`config.mk`:
```
export PLATFORM = sky130hd
export DESIGN_NAME = avalon_lsu_master
export DESIGN_NICKNAME = d
export VERILOG_FILES = /design/src/rtl/avalon_lsu_master.sv
export SDC_FILE = /design/constraint.sdc
export NUM_CORES = 1
export LEC_CHECK = 0
export BUFFER_PORTS_ARGS = -buffer_cell sky130_fd_sc_hd__buf_2
export CAP_MARGIN = 20
export CORE_ASPECT_RATIO = 1.1
export CORE_MARGIN = 2
export CORE_UTILIZATION = 51
export DETAILED_ROUTE_END_ITERATION = 8
export GPL_TIMING_DRIVEN = 0
export PLACE_DENSITY = 0.85
export SKIP_LAST_GASP = 1
export SYNTH_ARGS = -nofsm -noshare
export SYNTH_HDL_FRONTEND = slang
export SYNTH_SLANG_ARGS = --single-unit
```
`constraint.sdc`:
```
create_clock -name clk -period 5.75 [get_ports clk]
set_input_delay 0.575 -clock clk [delete_from_list [all_inputs] [get_ports clk]]
set_output_delay 0.575 -clock clk [all_outputs]
set_load 0.02 [all_outputs]
```
`src/rtl/avalon_lsu_master.sv`:
```
// avalon_lsu_master: single-outstanding load/store master for a fixed-latency,
// no-waitrequest Avalon-MM RAM slave. Generates byteenables, replicates store
// lanes, extracts and sign/zero-extends load lanes.
// Optional feature macro: LSU_MISALIGN_ERR_EN
//   defined   -> misaligned requests skip the bus and return rsp_err=1
//   undefined -> misaligned requests are forced to alignment, rsp_err=0
module avalon_lsu_master #(
  parameter int ADDR_W       = 6,
  parameter int READ_LATENCY = 1
) (
  input  logic              clk,
  input  logic              reset_n,
  input  logic              req_valid,
  output logic              req_ready,
  input  logic              req_we,
  input  logic [31:0]       req_addr,
  input  logic [1:0]        req_size,
  input  logic              req_unsigned,
  input  logic [31:0]       req_wdata,
  output logic              rsp_valid,
  output logic [31:0]       rsp_rdata,
  output logic              rsp_err,
  output logic [ADDR_W-1:0] avm_address,
  output logic [3:0]        avm_byteenable,
  output logic              avm_chipselect,
  output logic              avm_write,
  output logic [31:0]       avm_writedata,
  input  logic [31:0]       avm_readdata
);

  typedef enum logic [1:0] {S_IDLE, S_BUS, S_WAIT, S_RESP} state_t;

  state_t            state_q, state_d;
  logic [ADDR_W-1:0] avm_address_q, avm_address_d;
  logic [3:0]        avm_be_q, avm_be_d;
  logic              avm_cs_q, avm_cs_d;
  logic              avm_we_q, avm_we_d;
  logic [31:0]       avm_wd_q, avm_wd_d;
  logic [1:0]        addr_lo_q, addr_lo_d;
  logic [1:0]        size_q, size_d;
  logic              uns_q, uns_d;
  logic [1:0]        cnt_q, cnt_d;
  logic [31:0]       rsp_rdata_q, rsp_rdata_d;
  logic              rsp_err_q, rsp_err_d;

  logic [1:0]  a_lo;
  logic [3:0]  be;
  logic [31:0] wd_rep;
  logic [15:0] rd_shift;
  logic [31:0] rd_ext;
  logic        unused_addr_bits;

  // Address bits above the RAM window are dropped, so accesses wrap.
  assign unused_addr_bits = ^req_addr[31:ADDR_W+2];

  // Request decode: aligned lane offset, lane enables, replicated store data.
  always_comb begin
    a_lo   = req_addr[1:0];
    be     = 4'b1111;
    wd_rep = req_wdata;
    case (req_size)
      2'b00: begin
        be     = 4'b0001 << req_addr[1:0];
        wd_rep = {4{req_wdata[7:0]}};
      end
      2'b01: begin
        a_lo   = {req_addr[1], 1'b0};
        be     = 4'b0011 << {req_addr[1], 1'b0};
        wd_rep = {2{req_wdata[15:0]}};
      end
      default: a_lo = 2'b00;
    endcase
  end

  // Load path: move the addressed lane to bit 0 and extend it.
  always_comb begin
    rd_shift = 16'(avm_readdata >> {addr_lo_q, 3'b000});
    case (size_q)
      2'b00:   rd_ext = uns_q ? {24'h0, rd_shift[7:0]} : {{24{rd_shift[7]}}, rd_shift[7:0]};
      2'b01:   rd_ext = uns_q ? {16'h0, rd_shift} : {{16{rd_shift[15]}}, rd_shift};
      default: rd_ext = avm_readdata;
    endcase
  end

  // Next-state logic; bus strobes default low so they pulse for one cycle.
  always_comb begin
    state_d       = state_q;
    avm_address_d = avm_address_q;
    avm_be_d      = avm_be_q;
    avm_cs_d      = 1'b0;
    avm_we_d      = 1'b0;
    avm_wd_d      = avm_wd_q;
    addr_lo_d     = addr_lo_q;
    size_d        = size_q;
    uns_d         = uns_q;
    cnt_d         = cnt_q;
    rsp_rdata_d   = rsp_rdata_q;
    rsp_err_d     = rsp_err_q;
    case (state_q)
      S_IDLE: begin
        if (req_valid) begin
`ifdef LSU_MISALIGN_ERR_EN
          if ((req_size == 2'b01 && req_addr[0]) || (req_size[1] && req_addr[1:0] != 2'b00)) begin
            state_d     = S_RESP;
            rsp_rdata_d = 32'h0;
            rsp_err_d   = 1'b1;
          end else
`endif
          begin
            state_d       = S_BUS;
            avm_cs_d      = 1'b1;
            avm_we_d      = req_we;
            avm_address_d = req_addr[ADDR_W+1:2];
            avm_be_d      = be;
            avm_wd_d      = wd_rep;
            addr_lo_d     = a_lo;
            size_d        = req_size;
            uns_d         = req_unsigned;
          end
        end
      end
      S_BUS: begin
        if (avm_we_q) begin
          state_d     = S_RESP;
          rsp_rdata_d = 32'h0;
          rsp_err_d   = 1'b0;
        end else begin
          state_d = S_WAIT;
          cnt_d   = 2'(READ_LATENCY - 1);
        end
      end
      S_WAIT: begin
        if (cnt_q == 2'd0) begin
          state_d     = S_RESP;
          rsp_rdata_d = rd_ext;
          rsp_err_d   = 1'b0;
        end else begin
          cnt_d = cnt_q - 2'd1;
        end
      end
      default: state_d = S_IDLE;
    endcase
  end

  // State and output registers; reset abandons any transaction in flight.
  always_ff @(posedge clk or negedge reset_n) begin
    if (!reset_n) begin
      state_q       <= S_IDLE;
      avm_address_q <= '0;
      avm_be_q      <= '0;
      avm_cs_q      <= 1'b0;
      avm_we_q      <= 1'b0;
      avm_wd_q      <= '0;
      addr_lo_q     <= '0;
      size_q        <= '0;
      uns_q         <= 1'b0;
      cnt_q         <= '0;
      rsp_rdata_q   <= '0;
      rsp_err_q     <= 1'b0;
    end else begin
      state_q       <= state_d;
      avm_address_q <= avm_address_d;
      avm_be_q      <= avm_be_d;
      avm_cs_q      <= avm_cs_d;
      avm_we_q      <= avm_we_d;
      avm_wd_q      <= avm_wd_d;
      addr_lo_q     <= addr_lo_d;
      size_q        <= size_d;
      uns_q         <= uns_d;
      cnt_q         <= cnt_d;
      rsp_rdata_q   <= rsp_rdata_d;
      rsp_err_q     <= rsp_err_d;
    end
  end

  assign req_ready      = (state_q == S_IDLE);
  assign rsp_valid      = (state_q == S_RESP);
  assign rsp_rdata      = rsp_rdata_q;
`ifdef LSU_MISALIGN_ERR_EN
  assign rsp_err        = rsp_err_q;
`else
  assign rsp_err        = 1'b0;
`endif
  assign avm_address    = avm_address_q;
  assign avm_byteenable = avm_be_q;
  assign avm_chipselect = avm_cs_q;
  assign avm_write      = avm_we_q;
  assign avm_writedata  = avm_wd_q;

endmodule
```
==> results of run 1 <==
==> critical path: stages, from the launching register on <==
cell,delay (ps)
dfrtp_1,400
inv_1,100
ha_1,270
nor2b_4,180
nor3b_2,490
clkbuf_1,410
a22oi_1,160
o21ai_1,100
==> stage by stage <==
step / setup slack, ps / cell area (µm²)
after CTS: 3570 / 5340
after global placement: 3450 / 5050
final: 3590 / 5340
after floorplan: 3850 / 4150
after detailed placement: 3610 / 5080
after global routing: 3370 / 5340
==> area by class of cell <==
| class | count | area share |
|---|---|---|
| tap | 108 | 0.0253 |
| clock inverter | 6 | 0.0255 |
| inverter | 10 | 0.00703 |
| buffer | 28 | 0.0279 |
| timing repair buffer | 155 | 0.150 |
| clock buffer | 9 | 0.0232 |
| sequential | 85 | 0.398 |
| multi-input combinational | 283 | 0.343 |
==> power by group <==
group	total [mW]	switching (mW)	internal, mW
Sequential	0.984	0.139	0.845
Combinational	1.43	0.908	0.525
Clock	0.550	0.219	0.331
==> logic make-up (layout without fill, tap and decap cells) <==
family                   after synthesis  in the layout  share of synthesized area
AO/OA/AOI/OAI                        130            130                      0.186
adder cells (fa/ha/maj)                6              6                     0.0181
buffers and inverters                 38            208                     0.0450
flip-flops                            85             85                      0.513
multiplexers                          49             49                      0.126
other                                  1              1                   0.000904
AND/OR/NAND/NOR                       97             97                      0.111
==> metal layers <==
layer	GRT usage	wire length [µm]
met1	0.337	4500
met2	0.438	5490
met4	0.0899	285
met3	0.0703	1000
met5	0	0
==> path summary, 6_finish.rpt <==
kind | end
hold reg to reg | avm_writedata[25]$_DFFE_PN0P_
min in group clk | avm_address[2]$_DFFE_PN0P_
setup / recovery | rsp_rdata[23]$_DFFE_PN0P_
max in group asynchronous | avm_byteenable[2]$_DFFE_PN0P_
hold / removal | rsp_rdata[27]$_DFFE_PN0P_
setup reg to reg | rsp_rdata[23]$_DFFE_PN0P_
==> registers in the layout (all words and copies together), names as in the netlist, 2 cells and up <==
register and count:
addr_lo_q 2, avm_address 6, avm_byteenable 4, avm_writedata 32
cnt_q 2, rsp_rdata 32, size_q 2, state_q 2
==> cell usage after synthesis, types with 2 or more instances <==
cell type,number
a21oi_1,28
a22oi_1,24
a31oi_1,3
buf_1,2
buf_2,11
buf_4,2
buf_6,3
clkbuf_1,10
dfrtp_1,85
ha_1,6
inv_1,9
mux2_2,16
mux2i_1,32
nand2_1,47
nand2b_1,8
nand3_1,4
nor2_1,23
nor2b_1,2
nor2b_4,2
nor3_1,3
o211ai_1,7
o21ai_0,45
o21ai_1,10
o31ai_1,6
==> run_results.csv, run 1 <==
group,metric,value,unit
grt,grt_pass1_wl,19.0,mm
clock_network,cts.sinks,85,
logic_synthesis,synthArstFlopShare,1.00,
clock_network,cts_resized,0,
worst_setup_path,rrSetupSlack,3590,ps
grt,grt_usage,0.263,
worst_setup_path,worstReg2RegStart,"state_q[1]$_DFFE_PN0P_",
worst_setup_path,worstPathRequired,6030,ps
route,antenna_left,0,
clock_network,cts_buffers,9,
worst_setup_path,start_kind,"flop",
power,fin_total_pwr,2.97,mW
power,power_density,555,mW/mm²
min_path,hold_path.class,"in -> async",
clock_network,path_clk_slew,100,ps
logic_synthesis,ys_warn_count,0,
clock_network,cts.hold.buffers_added,0,
route,drt-total-wl,11.3,mm
place,place_hpwl,8.63,mm
logic_synthesis,ys_seq_area_frac,0.513,
cells_and_area,layout-drive-gt1-share,0.365,
cells_and_area,multi_input_area,0.00183,mm²
clock_network,cts_buffer_depth,2,
cells_and_area,final_common_cell,"buf_2",
logic_synthesis,syn_nets,515,
route,wl_per_cell,16.5,µm
floorplan,die-area,0.00887,mm²
worst_setup_path,cp_max_fo,10,
worst_setup_path,rr_worst_depth,7,
grt,grt-ovfl-total,0,
floorplan,ios,182,
sta,finalHoldViolCount,0,
floorplan,num_rows,34,
logic_synthesis,synthFlopType,"dfrtp_1",
grt,grt_pass1_vias,3954,
cells_and_area,regArea,0.00213,mm²
power,vdd_drop_max,0.294,mV
sta,min_period,2160,ps
cells_and_area,area_delta_synth_final,28.8,%
logic_synthesis,synth_top_area_share,0.513,
worst_setup_path,crit_start,"state_q[1]$_DFFE_PN0P_",
sta,tns,0,ps
clock_network,htree_levels,3,
route,drc_errors,0,
logic_synthesis,synth_edf_count,0,
sta,finalCritPeriodShare,0.376,
floorplan,initial_core_util,0.524,
logic_synthesis,ys_types,42,
clock_network,root_buffer,"clkbuf_8",
route,vias,3845,
sta,whs,166,ps
grt,antenna_found_initial,0,
sta,clock.fmax,463,MHz
cells_and_area,fillers,644,
cells_and_area,nets,681,
floorplan,die_h,98.6,µm
place,gp_congestion,0.949,
cells_and_area,antenna_cells,0,
route,drtIter0Drc,182,
logic_synthesis,ys_ff_latch,85,
floorplan,dieWidth,90.0,µm
cells_and_area,post-route-util,0.675,
floorplan,coreArea,0.00791,mm²
place,place_inst,669,
clock_network,cts_tree,"yes",
place,port_buffers,154,
clock_network,insertion_delay,350,ps
logic_synthesis,synth_area_leaders,"dfrtp_1 (51%), mux2i_1 (7.7%), o21ai_0 (5.4%)",
cells_and_area,stdcell_count,684,
sta,slew_viol_final,0,
logic_synthesis,netlist_area,0.00415,mm²
worst_setup_path,criticalPathCategory,"reg -> reg",
sta,worst_slew_pin_slew,634,ps
worst_setup_path,critPathCaptureType,"flop",
clock_network,cts_setup_buffers,0,
status,status,"complete, no violations",
logic_synthesis,yosys.area.top_type,"dfrtp_1",
grt,grt_max_degree,52,
sta,relSlewSlack,0.577,
power,power_leakage,2.66,nW
route,firstDrtPassIters,5,
logic_synthesis,avgSynthCellArea,10.2,µm²
route,viasPerCell,5.62,
sta,fin_skew,14.5,ps
cells_and_area,layout.cells.most_common_list,"buf_2 (164), dfrtp_1 (85), nand2_1 (47), o21ai_0 (45), mux2i_1 (32)",
run,cap_violations,0,
worst_setup_path,crit_arrival,2440,ps
sta,finalSetupViolCount,0,
logic_synthesis,synthCells,406,
sta,rsz0062_at_grt,"no",
Note: power is estimated with default switching activity, not from simulation.
==> run 2: changes to the inputs <==
CORE_UTILIZATION = 43   (was 51)
PLACE_DENSITY = 0.77   (was 0.85)
clock period = 1.9 ns   (was 5.75 ns; I/O delays follow)
==> run 2 against run 1 <==
Compared with the run above:
- design area grew 4.9%
- largest cell class unchanged
- largest power group unchanged
- the flow now finishes with violations (negative setup slack)
- wire length grew 8.0%
- clock-buffer cell count grew 2
- power grew to 3.2 times the previous value
- sequential power grew to 3.1 times the previous value
- first-iteration DRC count grew 2.2%
- clock power grew to 2.6 times the previous value
- sequential cell count is the same
- die area grew 18%
==> run_results.csv, run 2 (synthesized netlist as in run 1, its figures left out) <==
group,metric,value,unit
cells_and_area,nets,694,
sta,relSlewSlack,0.575,
floorplan,ios,182,
floorplan,coreArea,0.00935,mm²
floorplan,die-area,0.0104,mm²
floorplan,die_h,107,µm
grt,grt_pass1_wl,19.5,mm
worst_setup_path,criticalPathCategory,"reg -> reg",
grt,grt_usage,0.233,
worst_setup_path,crit_arrival,2180,ps
worst_setup_path,worstPathRequired,2140,ps
route,vias,3890,
cells_and_area,finalInstanceArea,0.00560,mm²
cells_and_area,layout.cells.most_common_list,"buf_2 (162), dfrtp_1 (84), nand2_1 (44), o21ai_0 (41), mux2i_1 (32)",
sta,tns,-91.1,ps
clock_network,htree_levels,3,
sta,whs,68.9,ps
cells_and_area,antenna_cells,0,
sta,rsz0062_at_grt,"yes",
min_path,hold_path.class,"in -> reg",
place,port_buffers,154,
status,violations,"negative setup slack",
route,firstDrtPassIters,5,
route,wl_per_cell,17.2,µm
sta,min_period,1940,ps
sta,slew_viol_final,0,
sta,finalHoldViolCount,0,
place,place_area,0.00509,mm²
place,pre_cts_slack,-275,ps
sta,clock.fmax,514,MHz
power,vdd_drop_max,0.962,mV
route,viasPerCell,5.51,
grt,grt_max_degree,73,
clock_network,cts.sinks,85,
clock_network,root_buffer,"clkbuf_8",
grt,grt_pass1_vias,3865,
floorplan,dieWidth,97.6,µm
sta,fin_skew,8.53,ps
power,power_leakage,2.75,nW
route,drc_errors,0,
clock_network,insertion_delay,350,ps
power,power_density,1680,mW/mm²
min_path,worstHoldPathCells,2,
status,status,"complete, but fails checks",
sta,finalCritPeriodShare,1.02,
run,cap_violations,0,
sta,finalSetupViolCount,5,
place,place_hpwl,8.84,mm
sta,worst_slew_pin_slew,637,ps
worst_setup_path,cp_max_fo,5,
place,place_inst,678,
clock_network,cts_buffer_depth,2,
cells_and_area,final_common_cell,"buf_2",
cells_and_area,area_delta_synth_final,35.2,%
clock_network,path_clk_slew,90,ps
worst_setup_path,critPathCaptureType,"flop",
route,drtIter0Drc,186,
cells_and_area,stdcell_count,706,
worst_setup_path,rr_worst_depth,7,
sta,setup_slack,-44.3,ps
cells_and_area,layout-drive-gt1-share,0.435,
clock_network,cts_buffers,9,
floorplan,num_rows,37,
grt,grt-ovfl-total,0,
place,gp_congestion,0.851,
route,antenna_left,0,
grt,antenna_found_initial,0,
worst_setup_path,start_kind,"flop",
clock_network,cts_tree,"yes",
floorplan,initial_core_util,0.443,
route,drt-total-wl,12.2,mm
## run 2: cell types whose count changed in the layout (fill, tap and decap cells not counted), sizes merged
cell,previous run,this run
buf,173,185
bufinv,4,2
dlygate4sd3,0,1
clkbuf,19,21
## run 2: power breakdown
part	internal (mW)	switching [mW]	total, mW
sequential	2.56	0.456	3.02
combinational	1.96	2.99	4.95
clock	0.769	0.652	1.42
## run 2: what timing repair did
| action | 4_1_cts | 5_1_grt |
|---|---|---|
| hold endpoints to repair | 13 | 0 |
| hold buffers | 1 | 0 |
| pin swaps | 2 | 5 |
| setup endpoints to repair | 53 | 54 |
| cloned | 1 | 0 |
| resized for setup | 33 | 23 |
| setup buffers | 5 | 8 |
## run 2: metrics by stage
stage,util,power [mW]
after floorplan,-,5.91
after global placement,0.541,7.24
after global routing,0.599,9.98
final,0.599,9.39
after detailed placement,0.545,7.38
after CTS,0.583,9.14
## run 2: cell type report
cell class	count	area, µm²
fillers	809	3750
flip-flops and latches	85	2130
multi-input cells	283	2000
repair buffers	170	917
plain buffers	26	158
well taps	117	146
clock buffers	11	141
clock inverters	4	72.6
inverters	10	38.8
## run 2: metal layers
layer / GRT usage / wire (µm) / vias up
li1: - / - / 1799
met1: 0.289 / 4930 / 1857
met2: 0.401 / 6020 / 216
met3: 0.0548 / 1010 / 18
met4: 0.0794 / 201 / 0
met5: 0 / 0 / -
## run 2: path summary, 6_finish.rpt
kind / start / end / slack, ps
max: state_q[1]$_DFFE_PN0P_ / rsp_rdata[7]$_DFFE_PN0P_ / -40
min: req_addr[4] / avm_address[2]$_DFFE_PN0P_ / 70
max reg2reg: state_q[1]$_DFFE_PN0P_ / rsp_rdata[7]$_DFFE_PN0P_ / -40
min reg2reg: avm_writedata[31]$_DFFE_PN0P_ / avm_writedata[31]$_DFFE_PN0P_ / 480
max in group asynchronous: reset_n / avm_writedata[30]$_DFFE_PN0P_ / 1030
min in group asynchronous: reset_n / cnt_q[1]$_DFFE_PN0P_ / 240
## run 2: worst max-delay path, cell delays in order, from the launching register on
cell and delay [ps]:
dfrtp_2 450, ha_4 170, buf_6 110, nor2b_4 130, or3_4 410, buf_6 150
a222oi_1 330, inv_1 70
==> run 3: changes to the inputs <==
CELL_PAD_IN_SITES_DETAIL_PLACEMENT = 0   (was default)
CELL_PAD_IN_SITES_GLOBAL_PLACEMENT = 1   (was default)
CORE_UTILIZATION = 32   (was 43)
PLACE_DENSITY = default   (was 0.77)
PLACE_DENSITY_LB_ADDON = 0.1   (was default)
==> run 3 against run 2 <==
Compared with the run above:
- the flow still finishes with violations (negative setup slack)
- combinational power rose by 4%
- critical endpoint is now rsp_rdata[9]$_DFFE_PN0P_
- power rose by 9.5%
- clock-buffer cell count rose by 1
- fmax rose by 1.3%
- sequential power barely moved
- core utilization fell by 14 points
==> run_results.csv, run 3 (synthesized netlist as in run 1, its figures left out) <==
group,metric,value,unit
worst_setup_path,rrSetupSlack,-20,ps
route,drc_errors,0,
power,pwr-share-comb,0.500,
power,swShare,0.407,
worst_setup_path,crit_arrival,2140,ps
grt,grt_pass1_vias,3796,
cells_and_area,final_common_cell,"buf_2",
route,firstDrtPassIters,4,
worst_setup_path,rr_worst_depth,8,
worst_setup_path,worstReg2RegStart,"state_q[0]$_DFFE_PN0P_",
sta,rsz0062_at_grt,"yes",
floorplan,num_rows,43,
place,gp_congestion,0.775,
clock_network,cts.sinks,85,
worst_setup_path,timing.critical_path.buf_inv,3,
worst_setup_path,worst_path_max_delay_cell,"dfrtp_1",
cells_and_area,nets,694,
worst_setup_path,criticalPathCategory,"reg -> reg",
worst_setup_path,critPathCaptureType,"flop",
clock_network,htree_levels,3,
min_path,min-delay-start,"req_addr[2]",
power,vdd_drop_max,0.816,mV
cells_and_area,antenna_cells,0,
power,power_density,1770,mW/mm²
power,seqPwrFrac,0.291,
worst_setup_path,worstPathRequired,2120,ps
cells_and_area,fillers,1266,
clock_network,path_clk_slew,60,ps
clock_network,root_buffer,"clkbuf_16",
run,cap_violations,0,
route,drtIter0Drc,138,
sta,finalHoldViolCount,0,
worst_setup_path,worst_path_largest_cell_delay,410,ps
floorplan,die-area,0.0139,mm²
sta,fin_skew,5.68,ps
place,place_area,0.00514,mm²
route,drt-total-wl,13.0,mm
cells_and_area,post-route-util,0.460,
worst_setup_path,r2r_end,"rsp_rdata[9]$_DFFE_PN0P_",
place,place_inst,718,
status,violations,"negative setup slack",
power,clkPwrFrac,0.208,
cells_and_area,layout.cells.most_common_list,"buf_2 (158), dfrtp_1 (85), nand2_1 (44), o21ai_0 (41), mux2i_1 (32)",
worst_setup_path,cp_max_fo,7,
worst_setup_path,start_kind,"flop",
min_path,hold_path_end,"avm_address[0]$_DFFE_PN0P_",
cells_and_area,stdcell_count,747,
clock_network,cts_buffer_depth,2,
grt,grt_usage,0.192,
cells_and_area,finalInstanceArea,0.00582,mm²
floorplan,coreArea,0.0126,mm²
floorplan,die_h,123,µm
grt,grt_max_degree,47,
cells_and_area,layout-drive-gt1-share,0.422,
sta,min_period,1920,ps
route,wl_per_cell,17.4,µm
clock_network,insertion_delay,340,ps
place,port_buffers,154,
grt,grt_pass1_wl,20.5,mm
grt,grt-ovfl-total,0,
power,p_switching,4.19,mW
status,status,"complete, but fails checks",
clock_network,cts_buffers,9,
sta,slew_viol_final,0,
sta,finalCritPeriodShare,1.01,
min_path,hold_path.class,"in -> reg",
route,viasPerCell,5.10,
cells_and_area,area_delta_synth_final,40.4,%
place,pre_cts_slack,-307,ps
sta,worst_slew_pin_slew,660,ps
floorplan,dieWidth,113,µm
sta,finalSetupViolCount,9,
power,power_leakage,2.83,nW
grt,antenna_found_initial,0,
sta,relSlewSlack,0.559,
min_path,worstHoldPathCells,2,
power,internal_power,6.09,mW
route,antenna_left,0,
sta,setup_slack,-19.1,ps
place,place_hpwl,9.61,mm
route,vias,3807,
floorplan,ios,182,
worst_setup_path,crit_family,"simple AND/OR/NAND/NOR gates",
sta,tns,-126,ps
sta,clock.fmax,521,MHz
clock_network,cts_tree,"yes",
worst_setup_path,crit_chain,"buf_4 > ha_4 > nor2b_4 > or3_4 > buf_12 > buf_16 > a22oi_1 > o211ai_1",
floorplan,initial_core_util,0.328,
## run 3: through the flow
stage | power, mW | hold WS, ps
floorplan | 5.91 | -106
global placement | 7.40 | 422
detailed placement | 7.48 | 208
CTS | 10.2 | 63.5
global route | 11.0 | 77.2
finish | 10.3 | 75.2
## run 3: cell type report
type                            count  area (µm²)  share of cell area
Buffer                             26         176              0.0303
Inverter                           10        38.8             0.00666
Clock inverter                      4         120              0.0206
Tap cell                          157         196              0.0337
Sequential cell                    85        2130               0.365
Clock buffer                       12         236              0.0406
Multi-Input combinational cell    283        1980               0.340
Timing Repair Buffer              170         948               0.163
## run 3: routing by layer
metal	routed length, µm	share of wire	track usage	up-vias
li1	-	-	-	1810
met1	5440	0.42	0.232	1846
met2	6420	0.49	0.329	137
met3	945	0.073	0.0515	14
met4	225	0.017	0.0724	0
met5	0	0	0	-
## run 3: worst register-to-register path, delay by kind of cell, from the launching register on
kind,cells,cell delay (ps)
AND/OR/NAND/NOR,2,550
AO/OA/AOI/OAI,2,230
flip-flops,1,410
buffers and inverters,3,440
adder cells (fa/ha/maj),1,170
## run 3: what timing repair did
item,CTS,global route
pin swaps,5,4
endpoints found under the setup margin,56,60
endpoints found under the hold margin,39,0
gates cloned,1,0
gates resized for setup,35,22
setup buffers,11,2
hold buffers,1,0
## run 3: power groups by stage
stage	Combinational, mW	Sequential [mW]	Clock [mW]
after floorplan	2.13	3.78	0
after global placement	4.43	2.97	0
after detailed placement	4.48	3.00	0
after CTS	5.02	2.98	2.20
after global routing	5.62	3.09	2.26
final	5.14	2.99	2.14
## run 3: worst max-delay path by stage
stage	start	end	slack, ps	cells after the start
final	state_q[0]$_DFFE_PN0P_	rsp_rdata[9]$_DFFE_PN0P_	-20	8
after detailed placement	cnt_q[0]$_DFFE_PN0P_	rsp_rdata[29]$_DFFE_PN0P_	-310	7
after global placement	cnt_q[0]$_DFFE_PN0P_	rsp_rdata[22]$_DFFE_PN0P_	-280	7
after global routing	state_q[0]$_DFFE_PN0P_	rsp_rdata[12]$_DFFE_PN0P_	-110	9
after CTS	state_q[0]$_DFFE_PN0P_	rsp_rdata[13]$_DFFE_PN0P_	-50	7
after floorplan	state_q[0]$_DFFE_PN0P_	rsp_rdata[26]$_DFFE_PN0P_	1	9
